--- config.mk ---
export PLATFORM = sky130hd
export DESIGN_NAME = led_pattern_sequencer_flat
export DESIGN_NICKNAME = d
export VERILOG_FILES = /design/src/rtl/led_pattern_sequencer_pkg.sv /design/src/rtl/led_pattern_sequencer_if.sv /design/src/rtl/led_pattern_sequencer_step_prescaler.sv /design/src/rtl/led_pattern_sequencer.sv /design/src/flat_wrapper.sv
export SDC_FILE = /design/constraint.sdc
export NUM_CORES = 1
export LEC_CHECK = 0
export BUFFER_PORTS_ARGS = -buffer_cell sky130_fd_sc_hd__buf_2
export CORE_UTILIZATION = 40
export CTS_CLUSTER_DIAMETER = 150
export DETAILED_ROUTE_END_ITERATION = 12
export GPL_ROUTABILITY_DRIVEN = 0
export GPL_TIMING_DRIVEN = 0
export PLACE_DENSITY = 0.62
export SLEW_MARGIN = 20
export SYNTH_ARGS = -nofsm -noshare
export SYNTH_HDL_FRONTEND = slang
export SYNTH_HIERARCHICAL = 1
export SYNTH_SLANG_ARGS = --single-unit
export TNS_END_PERCENT = 10
--- constraint.sdc ---
create_clock -name clk -period 3.7 [get_ports clk]
set_input_delay 0.74 -clock clk [delete_from_list [all_inputs] [get_ports clk]]
set_output_delay 0.74 -clock clk [all_outputs]
set_load 0.02 [all_outputs]
--- src/rtl/led_pattern_sequencer_pkg.sv ---
// ============================================================================
// Module   : led_seq_pkg
// Brief    : Shared types, seeds and the pattern-advance function for the
//            LED pattern sequencer.
// Revision : 1.0
// ============================================================================
`default_nettype none

package led_seq_pkg;

    typedef enum logic [1:0] {
        ST_IDLE  = 2'd0,
        ST_RUN   = 2'd1,
        ST_PAUSE = 2'd2
    } state_e;

    typedef enum logic [1:0] {
        MODE_BINARY = 2'd0,
        MODE_CHASE  = 2'd1,
        MODE_BOUNCE = 2'd2,
        MODE_ALT    = 2'd3
    } mode_e;

    localparam logic [7:0] c_SEED_BINARY = 8'h00;
    localparam logic [7:0] c_SEED_CHASE  = 8'h01;
    localparam logic [7:0] c_SEED_BOUNCE = 8'h01;
    localparam logic [7:0] c_SEED_ALT    = 8'h55;

    localparam logic c_DIR_LEFT  = 1'b0;
    localparam logic c_DIR_RIGHT = 1'b1;

    typedef struct packed {
        logic [7:0] led;
        logic       dir;
    } pattern_t;

    function automatic logic [7:0] seed_of(input mode_e m);
        logic [7:0] s;
        s = c_SEED_BINARY;
        case (m)
            MODE_BINARY: s = c_SEED_BINARY;
            MODE_CHASE:  s = c_SEED_CHASE;
            MODE_BOUNCE: s = c_SEED_BOUNCE;
            MODE_ALT:    s = c_SEED_ALT;
            default:     s = c_SEED_BINARY;
        endcase
        return s;
    endfunction

    // Bounce reverses at the endpoints so each endpoint is shown once per pass.
    function automatic pattern_t next_pattern(input mode_e m, input logic [7:0] led,
                                              input logic dir);
        pattern_t res;
        res.led = led;
        res.dir = dir;
        case (m)
            MODE_BINARY: res.led = led + 8'd1;
            MODE_CHASE:  res.led = {led[6:0], led[7]};
            MODE_BOUNCE: begin
                if (dir == c_DIR_LEFT) begin
                    if (led == 8'h80) begin
                        res.led = 8'h40;
                        res.dir = c_DIR_RIGHT;
                    end else begin
                        res.led = {led[6:0], 1'b0};
                    end
                end else begin
                    if (led == 8'h01) begin
                        res.led = 8'h02;
                        res.dir = c_DIR_LEFT;
                    end else begin
                        res.led = {1'b0, led[7:1]};
                    end
                end
            end
            MODE_ALT:    res.led = (led == 8'h55) ? 8'hAA : 8'h55;
            default:     res.led = led;
        endcase
        return res;
    endfunction

endpackage

`default_nettype wire

--- src/rtl/led_pattern_sequencer_if.sv ---
// ============================================================================
// Module   : led_pattern_sequencer_if
// Brief    : Control and LED output bundle of the LED pattern sequencer.
// Revision : 1.0
// ============================================================================
`default_nettype none

interface led_pattern_sequencer_if;

    logic       start;
    logic       pause;
    logic       clear;
    logic [1:0] mode;
    logic [1:0] speed;
    logic [7:0] LED;
    logic       busy;
    logic       step_tick;

    modport master (
        output start, pause, clear, mode, speed,
        input  LED, busy, step_tick
    );

    modport slave (
        input  start, pause, clear, mode, speed,
        output LED, busy, step_tick
    );

endinterface

`default_nettype wire

--- src/rtl/led_pattern_sequencer_step_prescaler.sv ---
// ============================================================================
// Module   : step_prescaler
// Brief    : Step-rate counter; strobes o_adv when the programmed period ends.
// Revision : 1.0
// ============================================================================
`default_nettype none

module step_prescaler #(
    parameter int STEP_DIV = 2**23
) (
    input  wire logic       clk,
    input  wire logic       rst_n,
    input  wire logic       i_en,
    input  wire logic       i_clr,
    input  wire logic [1:0] i_speed,
    output logic            o_adv
);

    localparam int c_W = $clog2(STEP_DIV);
    // STEP_DIV is a power of two, so (STEP_DIV >> s) - 1 equals all-ones >> s.
    localparam logic [c_W-1:0] c_MAX = c_W'(STEP_DIV - 1);

    logic [c_W-1:0] r_cnt;
    logic [c_W-1:0] w_limit;

    assign w_limit = c_MAX >> i_speed;
    assign o_adv   = i_en && (r_cnt >= w_limit);

    always_ff @(posedge clk) begin
        if (!rst_n || i_clr) begin
            r_cnt <= '0;
        end else if (i_en) begin
            r_cnt <= o_adv ? '0 : r_cnt + 1'b1;
        end
    end

endmodule

`default_nettype wire

--- src/rtl/led_pattern_sequencer.sv ---
// ============================================================================
// Module   : led_pattern_sequencer
// Brief    : Drives the 8-LED bank through animated patterns with
//            start/pause/clear control and a programmable step rate.
// Revision : 1.0
// ============================================================================
`default_nettype none

module led_pattern_sequencer
    import led_seq_pkg::*;
#(
    parameter int STEP_DIV = 2**23
) (
    input  wire logic               clk,
    input  wire logic               rst_n,
    led_pattern_sequencer_if.slave  io_bus
);

    localparam logic [1:0] S_IDLE  = ST_IDLE;
    localparam logic [1:0] S_RUN   = ST_RUN;
    localparam logic [1:0] S_PAUSE = ST_PAUSE;

    logic [1:0] r_state;
    mode_e      r_mode;
    logic [7:0] r_led;
    logic       r_dir;
    logic       r_busy;
    logic       r_tick;

    logic       w_en;
    logic       w_clr;
    logic       w_adv;
    logic       w_go;
    mode_e      w_mode_in;
    pattern_t   w_next;

    // Counting stops on the edge where pause or clear is seen, so a pause
    // landing on the limit edge leaves the count at the limit for resume.
    assign w_en      = (r_state == S_RUN) && !io_bus.clear && !io_bus.pause;
    assign w_clr     = (r_state == S_IDLE) || io_bus.clear;
    assign w_go      = io_bus.start && !io_bus.pause && !io_bus.clear;
    assign w_mode_in = mode_e'(io_bus.mode);
    assign w_next    = next_pattern(r_mode, r_led, r_dir);

    step_prescaler #(
        .STEP_DIV (STEP_DIV)
    ) u_prescaler (
        .clk      (clk),
        .rst_n    (rst_n),
        .i_en     (w_en),
        .i_clr    (w_clr),
        .i_speed  (io_bus.speed),
        .o_adv    (w_adv)
    );

    always_ff @(posedge clk) begin
        if (!rst_n) begin
            r_state <= S_IDLE;
            r_mode  <= MODE_BINARY;
            r_led   <= 8'h00;
            r_dir   <= c_DIR_LEFT;
            r_busy  <= 1'b0;
            r_tick  <= 1'b0;
        end else begin
            r_tick <= 1'b0;
            case (r_state)
                S_IDLE: begin
                    r_led <= 8'h00;
                    if (w_go) begin
                        r_state <= S_RUN;
                        r_mode  <= w_mode_in;
                        r_led   <= seed_of(w_mode_in);
                        r_dir   <= c_DIR_LEFT;
                        r_busy  <= 1'b1;
                    end
                end
                S_RUN: begin
                    if (io_bus.clear) begin
                        r_state <= S_IDLE;
                        r_led   <= 8'h00;
                        r_dir   <= c_DIR_LEFT;
                        r_busy  <= 1'b0;
                    end else if (io_bus.pause) begin
                        r_state <= S_PAUSE;
                    end else if (w_adv) begin
                        r_led  <= w_next.led;
                        r_dir  <= w_next.dir;
                        r_tick <= 1'b1;
                    end
                end
                S_PAUSE: begin
                    if (io_bus.clear) begin
                        r_state <= S_IDLE;
                        r_led   <= 8'h00;
                        r_dir   <= c_DIR_LEFT;
                        r_busy  <= 1'b0;
                    end else if (w_go) begin
                        r_state <= S_RUN;
                    end
                end
                default: begin
                    r_state <= S_IDLE;
                    r_led   <= 8'h00;
                    r_busy  <= 1'b0;
                end
            endcase
        end
    end

    assign io_bus.LED       = r_led;
    assign io_bus.busy      = r_busy;
    assign io_bus.step_tick = r_tick;

endmodule

`default_nettype wire

--- src/flat_wrapper.sv ---
// flat-port wrapper written by rule: the top's interface ports become plain ports
module led_pattern_sequencer_flat import led_seq_pkg::*;
#(
    parameter int STEP_DIV = 2**23
)
  (clk, rst_n, io_bus_start, io_bus_pause, io_bus_clear, io_bus_mode, io_bus_speed, io_bus_LED, io_bus_busy, io_bus_step_tick);
  led_pattern_sequencer_if io_bus_i ();
  input  wire logic clk;
  input  wire logic rst_n;
  input wire logic [$bits(io_bus_i.start)-1:0] io_bus_start;
  input wire logic [$bits(io_bus_i.pause)-1:0] io_bus_pause;
  input wire logic [$bits(io_bus_i.clear)-1:0] io_bus_clear;
  input wire logic [$bits(io_bus_i.mode)-1:0] io_bus_mode;
  input wire logic [$bits(io_bus_i.speed)-1:0] io_bus_speed;
  output wire logic [$bits(io_bus_i.LED)-1:0] io_bus_LED;
  output wire logic [$bits(io_bus_i.busy)-1:0] io_bus_busy;
  output wire logic [$bits(io_bus_i.step_tick)-1:0] io_bus_step_tick;
  assign io_bus_i.start = io_bus_start;
  assign io_bus_i.pause = io_bus_pause;
  assign io_bus_i.clear = io_bus_clear;
  assign io_bus_i.mode = io_bus_mode;
  assign io_bus_i.speed = io_bus_speed;
  assign io_bus_LED = io_bus_i.LED;
  assign io_bus_busy = io_bus_i.busy;
  assign io_bus_step_tick = io_bus_i.step_tick;
  led_pattern_sequencer #(.STEP_DIV(STEP_DIV)) u_core (.clk(clk), .rst_n(rst_n), .io_bus(io_bus_i));
endmodule
==> insert_results.sql, run 1 <==
INSERT INTO impl_metrics (metric_group, metric, value, unit) VALUES
('route', 'drt_pass1_iterations', '4', ''),
('worst_setup_path', 'critPathArrivalTime', '3.57', 'ns'),
('pwr', 'switching_share', '24.9', '%'),
('worst_setup_path', 'crit_path_cell_trace', 'buf_2 > buf_2 > nand2b_1 > nor2_1 > buf_2 > nand4_1 > nor4_4 > nand3_1 > nand2_1 > or3b_2 > nor2_1 > nand2_1 > o31ai_1', ''),
('grt', 'number_of_antenna_violations_at_the_first_check_in_global_routing', '0', ''),
('grt', 'via_count_of_the_first_global_routing_pass', '2075', ''),
('timing', 'final_hold_viol_count', '0', ''),
('worst_setup_path', 'crit_path_max_fanout', '10', ''),
('die', 'ioPinCount', '19', ''),
('timing', 'timing.fmax', '297', 'MHz'),
('worst_setup_path', 'cp_num_buf_inv', '3', ''),
('cells_and_area', 'finish.net_count', '342', ''),
('cts', 'tritoncts', 'done', ''),
('cells_and_area', 'ff_latch_area', '761', 'um^2'),
('timing', 'timing.final.setup_violations', '0', ''),
('route', 'number_of_drc_markers_after_the_initial_detailed_route_iteration', '205', ''),
('grt', 'global_route_wire_length_before_repair', '9580', 'um'),
('pwr', 'power.net_switching', '0.000194', 'W'),
('logic_synthesis', 'synth_async_reset_ratio', '0', '%'),
('logic_synthesis', 'synth-warning-count', '6', ''),
('logic_synthesis', 'synth-main-ff-cell', 'sky130_fd_sc_hd__dfxtp_1', ''),
('cells_and_area', 'layout-drive-gt1-share', '15.2', '%'),
('worst_setup_path', 'critPathMaxStageDelay', '0.47', 'ns'),
('pwr', 'total_leakage_power', '1.02', 'nW'),
('placement', 'port-buffer-count', '18', ''),
('placement', 'detailedPlace.worstSlack', '0.0601', 'ns'),
('cells_and_area', 'antenna_cells_inserted', '0', ''),
('route', 'drt-wirelength-per-cell', '14.0', 'um'),
('logic_synthesis', 'synth_fp_nets', '317', ''),
('pwr', 'power.internal', '0.000586', 'W'),
('worst_setup_path', 'crit_path_end_kind', 'register', ''),
('route', 'post_drt_via_cell_ratio', '5.50', ''),
('pwr', 'power.sequential.fraction', '53.3', '%'),
('grt', 'track_usage', '19.2', '%'),
('cts', 'ctsHtreeMaxLevel', '2', ''),
('cts', 'clock_tree.buffer_depth', '2', ''),
('cells_and_area', 'num-fill-cells', '577', ''),
('pwr', 'post-layout-total-power', '0.000780', 'W'),
('logic_synthesis', 'post_synth_num_cell_types', '61', ''),
('route', 'antenna_violating_nets_left', '0', ''),
('cts', 'latest_clock_arrival_within_the_worst_skew_pair', '0.29', 'ns'),
('cts', 'clk_pin_slew_worst_paths', '0.08', 'ns'),
('timing', 'worst-slew-pin-transition', '0.560', 'ns'),
('worst_setup_path', 'critical_path_top_delay_cell', 'sky130_fd_sc_hd__or3b_2', ''),
('route', 'via_count', '2166', ''),
('grt', 'largest_net_degree_at_the_start_of_global_routing', '13', ''),
('cells_and_area', 'multiInputGateArea', '1550', 'um^2'),
('min_path', 'min-delay-path-class', 'reg -> reg', ''),
('cts', 'clock_sinks', '38', ''),
('die', 'die_area', '6360', 'um^2'),
('cts', 'cts_hold_buf', '0', ''),
('cts', 'root_buffer', 'sky130_fd_sc_hd__clkbuf_8', ''),
('timing', 'drv_slew', '0', ''),
('pwr', 'comb_power_share', '8.0', '%'),
('die', 'rows', '27', ''),
('die', 'core_region_area', '5680', 'um^2'),
('worst_setup_path', 'cp-start-kind', 'input port', ''),
('pwr', 'power_density_over_cell_area', '290', 'nW/um^2'),
('logic_synthesis', 'synth_enable_flop_cells', '0', ''),
('logic_synthesis', 'syn-instance-count', '296', ''),
('timing', 'fin_worst_skew', '0.00859', 'ns'),
('worst_setup_path', 'crit_required', '3.91', 'ns'),
('cts', 'post_cts.repair.setup_buffers', '0', ''),
('worst_setup_path', 'crit_family', 'simple AND/OR/NAND/NOR gates', ''),
('status', 'status', 'completed', ''),
('grt', 'grt_overflow_total', '0', ''),
('timing', 'final_critical_path_setup_slack', '0.333', 'ns'),
('logic_synthesis', 'synth_sequential_area_ratio', '31.4', '%'),
('die', 'die_height', '79.8', 'um'),
('logic_synthesis', 'syn_area_per_cell', '8.18', 'um^2'),
('timing', 'fin_tns_setup', '0', 'ns');
per-layer routing:
layer	GRT usage (%)	vias up	routed length, um
li1	-	1099	-
met1	27.6	1012	2850
met2	28.8	46	2370
met3	3.66	9	218
met4	5.89	0	71
met5	0	-	0
cells in the mapped netlist, drive strengths merged, types with 2 or more instances:
cell type / number / area share, %
nor2: 45 / 7.1
dfxtp: 38 / 31
nand2: 20 / 3.2
a21oi: 17 / 3.5
nand3: 17 / 3.5
xnor2: 13 / 4.7
ha: 12 / 6.2
nand4: 11 / 3.5
o21ai: 11 / 2.3
xor2: 11 / 4.0
buf: 9 / 2.6
and3: 7 / 1.9
inv: 7 / 1.1
nor3: 6 / 1.2
a21o: 5 / 1.6
clkbuf: 5 / 0.78
nand2b: 5 / 1.3
and2: 4 / 1.0
mux2i: 4 / 1.7
nor2b: 4 / 1.0
or2: 4 / 1.0
o22ai: 3 / 0.78
o31ai: 3 / 0.93
a221oi: 2 / 0.98
a22oi: 2 / 0.62
a31oi: 2 / 0.52
and4: 2 / 0.83
nor4: 2 / 1.1
o21a: 2 / 0.62
o221ai: 2 / 0.72
o32ai: 2 / 0.72
or3b: 2 / 0.83
per-stage QoR:
stage / area (um^2) / utilization [%] / hold slack (ns) / std cells
3_3_place_gp: 2600 / 45.8 / 0.467 / 386
3_5_place_dp: 2600 / 45.8 / 0.475 / 386
5_1_grt: 2700 / 47.5 / 0.547 / 394
4_1_cts: 2700 / 47.5 / 0.492 / 394
2_1_floorplan: 2420 / - / 0.461 / 296
6_report: 2700 / 47.5 / 0.487 / 394
worst paths after layout:
check	startpoint	to	slack, ns	depth (start not counted)
worst min register to register	u_core/io_bus.busy$_SDFFE_PN0P_	u_core/io_bus.busy$_SDFFE_PN0P_	0.49	2
worst min-delay path	u_core/io_bus.busy$_SDFFE_PN0P_	u_core/io_bus.busy$_SDFFE_PN0P_	0.49	2
worst max register to register	u_core/r_state[1]$_SDFFE_PN0P_	u_core/io_bus.LED[1]$_SDFFE_PN0P_	0.40	13
worst max-delay path	io_bus_clear	u_core/io_bus.LED[1]$_SDFFE_PN0P_	0.33	13
power groups by stage:
stage / Sequential [W] / Clock [W] / Combinational (W)
floorplan: 0.000426 / 0 / 0.0000414
global placement: 0.000425 / 0 / 0.0000618
detailed placement: 0.000425 / 0 / 0.0000621
CTS: 0.000416 / 0.000311 / 0.0000624
global route: 0.000416 / 0.000325 / 0.0000699
finish: 0.000416 / 0.000302 / 0.0000626
area by class of cell:
cell class                      count  area share [%]
Multi-Input combinational cell    236            57.4
Buffer                             14            3.02
Clock inverter                      2           0.464
Timing Repair Buffer               18            3.34
Sequential cell                    38            28.2
Inverter                            8            1.11
Clock buffer                        6            3.06
Tap cell                           72            3.34
tightest hold or removal path, stage by stage (launching register included):
cell,delay (ns)
sky130_fd_sc_hd__dfxtp_1,0.31
sky130_fd_sc_hd__o21ai_0,0.07
sky130_fd_sc_hd__a21oi_1,0.06
kinds of logic after synthesis:
| logic type | after synthesis | synth area share, % |
|---|---|---|
| xor gates and xnor gates | 24 | 8.69 |
| buffers and inverters | 22 | 4.60 |
| and+or+nand+nor | 135 | 30.3 |
| muxes | 5 | 2.12 |
| AOI/OAI and AO/OA | 60 | 16.6 |
| DFF | 38 | 31.4 |
| adders and majority gates | 12 | 6.20 |
cell usage in the layout, fill, tap and decap left out, types with 8 or more instances in the layout:
| cell type | count |
|---|---|
| sky130_fd_sc_hd__nand3_1 | 17 |
| sky130_fd_sc_hd__buf_2 | 23 |
| sky130_fd_sc_hd__o21ai_0 | 8 |
| sky130_fd_sc_hd__xnor2_1 | 13 |
| sky130_fd_sc_hd__ha_1 | 12 |
| sky130_fd_sc_hd__nor2_1 | 44 |
| sky130_fd_sc_hd__xor2_1 | 11 |
| sky130_fd_sc_hd__a21oi_1 | 17 |
| sky130_fd_sc_hd__dfxtp_1 | 38 |
| sky130_fd_sc_hd__nand4_1 | 10 |
| sky130_fd_sc_hd__nand2_1 | 19 |
flip-flops by register name, summed over array words and instances, names as in the netlist:
name                      flops
u_core/io_bus.busy            1
u_core/r_dir                  1
u_core/r_mode                 2
u_core/io_bus.LED             8
u_core/io_bus.step_tick       1
u_core/u_prescaler/r_cnt     23
u_core/r_state                2
Power figures use the tool's default switching activity.
==> inputs of run 2 (changes only) <==
Settings changed: SYNTH_HIERARCHICAL 1 to default.
==> run 2 against run 1 <==
Compared with the run above:
- global-route usage rose by 0.083 points
- sequential share of layout area is 1.2 points lower
- first-iteration DRC count decreased by 15%
- wire length up 6.4%
- highest routed layer unchanged
- die area up 2.9%
- synthesized cell count grew 4.4%
- combinational power rose by 15%
- hold slack worse by 0.0019 ns
==> insert_results.sql, run 2 <==
INSERT INTO impl_metrics (metric_group, metric, value, unit) VALUES
('timing', 'final_hold_viol_count', '0', ''),
('route', 'via_count', '2241', ''),
('die', 'die_area', '6550', 'um^2'),
('timing', 'final.period_utilization', '72.2', '%'),
('logic_synthesis', 'synth_enable_flop_cells', '0', ''),
('worst_setup_path', 'cp-start-kind', 'input port', ''),
('logic_synthesis', 'synth.area.top_cells', 'sky130_fd_sc_hd__dfxtp_1 (31%), sky130_fd_sc_hd__nor2_1 (5.9%), sky130_fd_sc_hd__xor2_1 (5.6%)', ''),
('cts', 'tritoncts', 'done', ''),
('logic_synthesis', 'synth_sequential_area_ratio', '30.5', '%'),
('route', 'wl', '5860', 'um'),
('grt', 'number_of_antenna_violations_at_the_first_check_in_global_routing', '0', ''),
('min_path', 'timing.hold.worst_path_depth', '2', ''),
('cts', 'clk_pin_slew_worst_paths', '0.09', 'ns'),
('worst_setup_path', 'crit_required', '3.89', 'ns'),
('cts', 'latest_clock_arrival_within_the_worst_skew_pair', '0.30', 'ns'),
('cells_and_area', 'finish.net_count', '354', ''),
('route', 'drc', '0', ''),
('min_path', 'min-delay-path-class', 'reg -> reg', ''),
('logic_synthesis', 'synth_async_reset_ratio', '0', '%'),
('pwr', 'post-layout-total-power', '0.000934', 'W'),
('logic_synthesis', 'synth_fp_nets', '329', ''),
('pwr', 'vdd.ir_drop.worst', '0.182', 'mV'),
('grt', 'grt_overflow_total', '0', ''),
('worst_setup_path', 'cp_launch_point', 'io_bus_speed[0]', ''),
('timing', 'period_needed', '2.67', 'ns'),
('cells_and_area', 'largest_register_by_flop_count', 'u_core.u_prescaler.r_cnt', ''),
('pwr', 'power_density_over_cell_area', '332', 'nW/um^2'),
('pwr', 'total_leakage_power', '1.04', 'nW'),
('worst_setup_path', 'rrSetupSlack', '1.07', 'ns'),
('logic_synthesis', 'netlist_area', '2490', 'um^2'),
('cells_and_area', 'antenna_cells_inserted', '0', ''),
('die', 'ioPinCount', '19', ''),
('worst_setup_path', 'crit_path_max_fanout', '10', ''),
('cts', 'cts_buffers', '5', ''),
('cts', 'post_cts.repair.setup_buffers', '0', ''),
('timing', 'max_slew_margin', '50.5', '%'),
('logic_synthesis', 'syn-instance-count', '309', ''),
('worst_setup_path', 'crit-reg2reg-launch', 'u_core.r_state[1]$_SDFFE_PN0P_', ''),
('cells_and_area', 'layout-area-overhead-vs-synth', '13.1', '%'),
('grt', 'track_usage', '19.3', '%'),
('placement', 'place_hpwl', '4210', 'um'),
('timing', 'timing.fmax', '374', 'MHz'),
('die', 'core_region_area', '5960', 'um^2'),
('worst_setup_path', 'crit_path_end_kind', 'register', ''),
('timing', 'worst-slew-pin-transition', '0.741', 'ns'),
('route', 'number_of_drc_markers_after_the_initial_detailed_route_iteration', '174', ''),
('route', 'antenna_violating_nets_left', '0', ''),
('timing', 'fin_tns_setup', '0', 'ns'),
('timing', 'drv_slew', '0', ''),
('die', 'fp.dieW', '80.9', 'um'),
('grt', 'largest_net_degree_at_the_start_of_global_routing', '13', ''),
('worst_setup_path', 'r2r_cells', '10', ''),
('cells_and_area', 'finish.instance_area', '2820', 'um^2'),
('cts', 'cts_hold_buf', '0', ''),
('worst_setup_path', 'worst_r2r_end', 'u_core.u_prescaler.r_cnt[16]$_SDFFE_PP0P_', ''),
('cells_and_area', 'layout-drive-gt1-share', '13.7', '%'),
('route', 'post_drt_via_cell_ratio', '5.47', ''),
('die', 'die_height', '80.9', 'um'),
('logic_synthesis', 'yosys.area.top_type', 'sky130_fd_sc_hd__dfxtp_1', ''),
('placement', 'port-buffer-count', '18', ''),
('cts', 'ctsHtreeMaxLevel', '2', ''),
('cts', 'post_cts_repair_resize_count', '0', ''),
('status', 'status', 'completed', ''),
('logic_synthesis', 'post_synth_num_cell_types', '59', ''),
('timing', 'fin_worst_skew', '0.0136', 'ns'),
('timing', 'rsz_0062_raised_after_global_routing', 'no', ''),
('timing', 'timing.final.setup_violations', '0', ''),
('worst_setup_path', 'critPathArrivalTime', '2.86', 'ns'),
('route', 'drt_pass1_iterations', '4', ''),
('cts', 'root_buffer', 'sky130_fd_sc_hd__clkbuf_8', ''),
('min_path', 'worstHoldStart', 'u_core.u_prescaler.r_cnt[1]$_SDFFE_PP0P_', ''),
('flow_run', 'max_cap_violations', '0', ''),
('grt', 'via_count_of_the_first_global_routing_pass', '2045', ''),
('worst_setup_path', 'crit_type', 'in -> reg', ''),
('min_path', 'holdPathEnd', 'u_core.u_prescaler.r_cnt[1]$_SDFFE_PP0P_', ''),
('grt', 'global_route_wire_length_before_repair', '9780', 'um'),
('die', 'rows', '28', ''),
('logic_synthesis', 'area_fraction_of_the_dominant_cell_type_after_synthesis', '30.5', '%'),
('logic_synthesis', 'syn_area_per_cell', '8.06', 'um^2'),
('route', 'drt-wirelength-per-cell', '14.3', 'um'),
('cts', 'clock_tree.buffer_depth', '2', ''),
('cells_and_area', 'largest_register_ff_count', '23', ''),
('logic_synthesis', 'synth.most_common_cell', 'sky130_fd_sc_hd__nor2_1', ''),
('logic_synthesis', 'synth-main-ff-cell', 'sky130_fd_sc_hd__dfxtp_1', ''),
('cts', 'clock_sinks', '38', ''),
('logic_synthesis', 'register_bit_count_reported_by_yosys', '38', ''),
('logic_synthesis', 'synth-warning-count', '0', ''),
('die', 'floorplan.initialDensity', '41.8', '%'),
('cells_and_area', 'final_common_cell', 'sky130_fd_sc_hd__nor2_1', ''),
('cells_and_area', 'mostFrequentLayoutCells', 'sky130_fd_sc_hd__nor2_1 (39), sky130_fd_sc_hd__dfxtp_1 (38), sky130_fd_sc_hd__nand2_1 (24), sky130_fd_sc_hd__nand3_1 (21), sky130_fd_sc_hd__buf_2 (19)', ''),
('logic_synthesis', 'synth.cells.most_frequent', 'sky130_fd_sc_hd__nor2_1 (39), sky130_fd_sc_hd__dfxtp_1 (38), sky130_fd_sc_hd__nand2_1 (24)', ''),
('placement', 'area_of_placed_instances', '2680', 'um^2');
[run 2: cell count changes after synthesis, moves of 5 or more]
cell / change
sky130_fd_sc_hd__nand2_1: +5
sky130_fd_sc_hd__nor2_1: -5
sky130_fd_sc_hd__o21ai_0: +7
sky130_fd_sc_hd__clkbuf_1: +6
sky130_fd_sc_hd__xor2_1: +5
[run 2: per-stage QoR]
step | hold WS [ns] | instances | util (%) | setup slack, ns
floorplan | 0.447 | 309 | - | 0.983
global placement | 0.467 | 402 | 44.9 | 0.717
detailed placement | 0.477 | 402 | 44.9 | 0.705
CTS | 0.489 | 410 | 47.3 | 1.02
global route | 0.502 | 410 | 47.3 | 0.868
finish | 0.485 | 410 | 47.3 | 1.03
[run 2: worst max path at each step]
stage                                                      to  slack (ns)  depth (start not counted)
floorplan                   u_core.io_bus.LED[6]$_SDFFE_PN0P_        0.98                          7
global placement            u_core.io_bus.LED[6]$_SDFFE_PN0P_        0.72                          8
detailed placement          u_core.io_bus.LED[6]$_SDFFE_PN0P_        0.71                          8
CTS                         u_core.io_bus.LED[6]$_SDFFE_PN0P_        1.02                          8
global route        u_core.u_prescaler.r_cnt[18]$_SDFFE_PP0P_        0.87                         10
finish                      u_core.io_bus.LED[6]$_SDFFE_PN0P_        1.03                          8
[run 2: kinds of logic (layout without fill, tap and decap cells)]
group,Yosys count,after routing,share of synthesized area [%]
DFF,38,38,30.5
AOI/OAI and AO/OA,63,63,18.4
buffers and inverters,27,53,5.52
and+or+nand+nor,142,142,30.0
xor gates and xnor gates,25,25,8.79
muxes,3,3,1.21
adders and majority gates,11,11,5.52
[run 2: power by group]
group	total, W	internal [W]	switching, W
clock network	0.000448	0.000288	0.000160
registers	0.000415	0.000412	0.00000326
logic	0.0000717	0.0000273	0.0000445
[run 2: area by class of cell]
type                    instances  area [um^2]
well taps                      75         93.8
multi-input cells             244         1590
clock buffers                   6         82.6
clock inverters                 2         60.1
repair buffers                 18         90.1
plain buffers                  19          108
inverters                       8         30.0
flip-flops and latches         38          761
fillers                       601         3140
[run 2: worst max-delay path: stages]
cell and delay, ns:
sky130_fd_sc_hd__buf_2 0.10, sky130_fd_sc_hd__or2_2 0.29, sky130_fd_sc_hd__ha_1 0.29, sky130_fd_sc_hd__nand4_1 0.16
sky130_fd_sc_hd__o41a_1 0.46, sky130_fd_sc_hd__a31o_2 0.30, sky130_fd_sc_hd__buf_6 0.15, sky130_fd_sc_hd__a311o_1 0.36
[run 2: per-layer routing]
layer  routed length [um]  track usage [%]  share of wire (%)
met1                 3070             28.5                 52
met2                 2370             27.4                 40
met3                  316             4.04                5.4
met4                  104             6.07                1.8
met5                    0                0                  0
==> inputs of run 3 (changes only) <==
Clock period 3.7 ns to 2.75 ns, I/O delays scaled along.
==> run 3 against run 2 <==
Compared with the run above:
- via count is 0.71% higher
- register-to-register slack worse by 0.87 ns
- wire length is 0.20% lower
- sequential power is 35% higher
==> insert_results.sql, run 3 (same netlist as run 2, synthesis figures left out) <==
INSERT INTO impl_metrics (metric_group, metric, value, unit) VALUES
('grt', 'track_usage', '19.3', '%'),
('timing', 'worst-slew-pin-transition', '0.754', 'ns'),
('route', 'via_count', '2257', ''),
('timing', 'final.period_utilization', '92.6', '%'),
('die', 'rows', '28', ''),
('cts', 'root_buffer', 'sky130_fd_sc_hd__clkbuf_8', ''),
('worst_setup_path', 'crit_required', '2.94', 'ns'),
('route', 'number_of_drc_markers_after_the_initial_detailed_route_iteration', '169', ''),
('placement', 'detailedPlace.worstSlack', '-0.0548', 'ns'),
('pwr', 'vdd.ir_drop.worst', '0.245', 'mV'),
('pwr', 'switching_share', '22.1', '%'),
('route', 'antenna_violating_nets_left', '0', ''),
('placement', 'port-buffer-count', '18', ''),
('timing', 'timing.fmax', '393', 'MHz'),
('grt', 'grt_overflow_total', '0', ''),
('pwr', 'power_density_over_cell_area', '445', 'nW/um^2'),
('route', 'drc', '0', ''),
('timing', 'timing.final.setup_violations', '0', ''),
('flow_run', 'max_cap_violations', '0', ''),
('cells_and_area', 'layout-area-overhead-vs-synth', '13.4', '%'),
('die', 'floorplan.initialDensity', '41.8', '%'),
('die', 'ioPinCount', '19', ''),
('cells_and_area', 'largest_register_ff_count', '23', ''),
('timing', 'fin_tns_setup', '0', 'ns'),
('die', 'die_height', '80.9', 'um'),
('die', 'core_region_area', '5960', 'um^2'),
('timing', 'fin_worst_skew', '0.0142', 'ns'),
('timing', 'rsz_0062_raised_after_global_routing', 'no', ''),
('pwr', 'power.net_switching', '0.000278', 'W'),
('route', 'post_drt_via_cell_ratio', '5.50', ''),
('route', 'wl', '5840', 'um'),
('cells_and_area', 'finish.instance_area', '2820', 'um^2'),
('placement', 'place_hpwl', '4210', 'um'),
('cells_and_area', 'post_layout_nonfiller_instances', '410', ''),
('timing', 'max_slew_margin', '49.6', '%'),
('pwr', 'power.internal', '0.000978', 'W'),
('cts', 'clk_pin_slew_worst_paths', '0.09', 'ns'),
('worst_setup_path', 'crit_path_max_fanout', '10', ''),
('cts', 'ctsHtreeMaxLevel', '2', ''),
('grt', 'largest_net_degree_at_the_start_of_global_routing', '13', ''),
('worst_setup_path', 'crit_path_cell_trace', 'inv_1 > ha_1 > and4bb_2 > and4_4 > or3b_1 > a31o_2 > buf_6 > a311o_1', ''),
('worst_setup_path', 'critical_path_top_delay_cell', 'sky130_fd_sc_hd__or3b_1', ''),
('cts', 'cts_buffers', '5', ''),
('cells_and_area', 'mostFrequentLayoutCells', 'sky130_fd_sc_hd__nor2_1 (39), sky130_fd_sc_hd__dfxtp_1 (38), sky130_fd_sc_hd__nand2_1 (24), sky130_fd_sc_hd__nand3_1 (21), sky130_fd_sc_hd__buf_2 (19)', ''),
('pwr', 'power.sequential.fraction', '44.5', '%'),
('cts', 'clock_sinks', '38', ''),
('cts', 'tritoncts', 'done', ''),
('min_path', 'min-delay-path-class', 'reg -> reg', ''),
('cells_and_area', 'antenna_cells_inserted', '0', ''),
('timing', 'final_hold_viol_count', '0', ''),
('pwr', 'post-layout-total-power', '0.00126', 'W'),
('cts', 'latest_clock_arrival_within_the_worst_skew_pair', '0.30', 'ns'),
('grt', 'global_route_wire_length_before_repair', '9780', 'um'),
('timing', 'final_critical_path_setup_slack', '0.204', 'ns'),
('placement', 'area_of_placed_instances', '2680', 'um^2'),
('pwr', 'total_leakage_power', '1.04', 'nW'),
('grt', 'via_count_of_the_first_global_routing_pass', '2045', ''),
('pwr', 'comb_power_share', '7.7', '%'),
('worst_setup_path', 'critPathArrivalTime', '2.73', 'ns'),
('die', 'fp.dieW', '80.9', 'um'),
('timing', 'drv_slew', '0', ''),
('cts', 'clock_tree.buffer_depth', '2', ''),
('timing', 'period_needed', '2.55', 'ns'),
('cells_and_area', 'finish.net_count', '354', ''),
('cts', 'cts_hold_buf', '0', ''),
('status', 'status', 'completed', ''),
('cells_and_area', 'final_common_cell', 'sky130_fd_sc_hd__nor2_1', ''),
('cells_and_area', 'layout-drive-gt1-share', '14.0', '%'),
('placement', 'dpl.cell_count', '402', ''),
('die', 'die_area', '6550', 'um^2'),
('grt', 'number_of_antenna_violations_at_the_first_check_in_global_routing', '0', ''),
('route', 'drt_pass1_iterations', '4', ''),
('worst_setup_path', 'critPathMaxStageDelay', '0.39', 'ns'),
('worst_setup_path', 'crit_path_end_kind', 'register', ''),
('worst_setup_path', 'crit_type', 'reg -> reg', ''),
('cts', 'post_cts.repair.setup_buffers', '0', ''),
('route', 'drt-wirelength-per-cell', '14.3', 'um'),
('cells_and_area', 'largest_register_by_flop_count', 'u_core.u_prescaler.r_cnt', ''),
('worst_setup_path', 'cp-start-kind', 'register', ''),
('pwr', 'clock_power_share', '47.8', '%');
run 3: cell types whose count changed in the layout (fill, tap and decap cells not counted):
cell                      change
sky130_fd_sc_hd__o22ai_2      +1
sky130_fd_sc_hd__o22ai_1      -1
run 3: final cells by class:
cell class | instances | area [um^2]
clock inverters | 2 | 60.1
inverters | 8 | 30.0
fillers | 600 | 3130
plain buffers | 19 | 108
repair buffers | 18 | 90.1
flip-flops and latches | 38 | 761
clock buffers | 6 | 82.6
multi-input cells | 244 | 1600
well taps | 75 | 93.8
run 3: critical path, delay by kind of cell (launching register included):
| kind | cells | cell delay [ns] |
|---|---|---|
| simple gates | 3 | 0.94 |
| compound gates | 2 | 0.68 |
| flops | 1 | 0.34 |
| buf+inv | 2 | 0.24 |
| fa+ha+maj | 1 | 0.24 |
run 3: repair_timing:
item	4_1_cts	5_1_grt
endpoints found under the hold margin	0	0
setup endpoints to repair	0	20
resized for setup	0	1
run 3: metrics by stage:
step	hold slack [ns]	util [%]
after global routing	0.502	47.4
after floorplan	0.447	-
after detailed placement	0.477	44.9
final	0.485	47.4
after global placement	0.467	44.9
after CTS	0.489	47.3
run 3: path summary, 6_finish.rpt:
check	from	to	slack [ns]	depth (start not counted)
max	u_core.r_state[1]$_SDFFE_PN0P_	u_core.io_bus.LED[6]$_SDFFE_PN0P_	0.20	8
min	u_core.u_prescaler.r_cnt[1]$_SDFFE_PP0P_	u_core.u_prescaler.r_cnt[1]$_SDFFE_PP0P_	0.48	2
max reg2reg	u_core.r_state[1]$_SDFFE_PN0P_	u_core.io_bus.LED[6]$_SDFFE_PN0P_	0.20	8
min reg2reg	u_core.u_prescaler.r_cnt[1]$_SDFFE_PP0P_	u_core.u_prescaler.r_cnt[1]$_SDFFE_PP0P_	0.48	2
run 3: layer usage:
metal | vias to the layer above | track usage [%] | wire length [um]
li1 | 1157 | - | -
met1 | 1021 | 28.5 | 3020
met2 | 66 | 27.4 | 2410
met3 | 13 | 4.04 | 312
met4 | 0 | 6.07 | 107
met5 | - | 0 | 0
run 3: power by group through the flow:
stage	Combinational [W]	Sequential (W)	Clock [W]
after global placement	0.0000944	0.000571	0
after floorplan	0.0000628	0.000573	0
after detailed placement	0.0000949	0.000571	0
after global routing	0.000107	0.000559	0.000637
final	0.0000962	0.000559	0.000601
after CTS	0.0000956	0.000558	0.000617
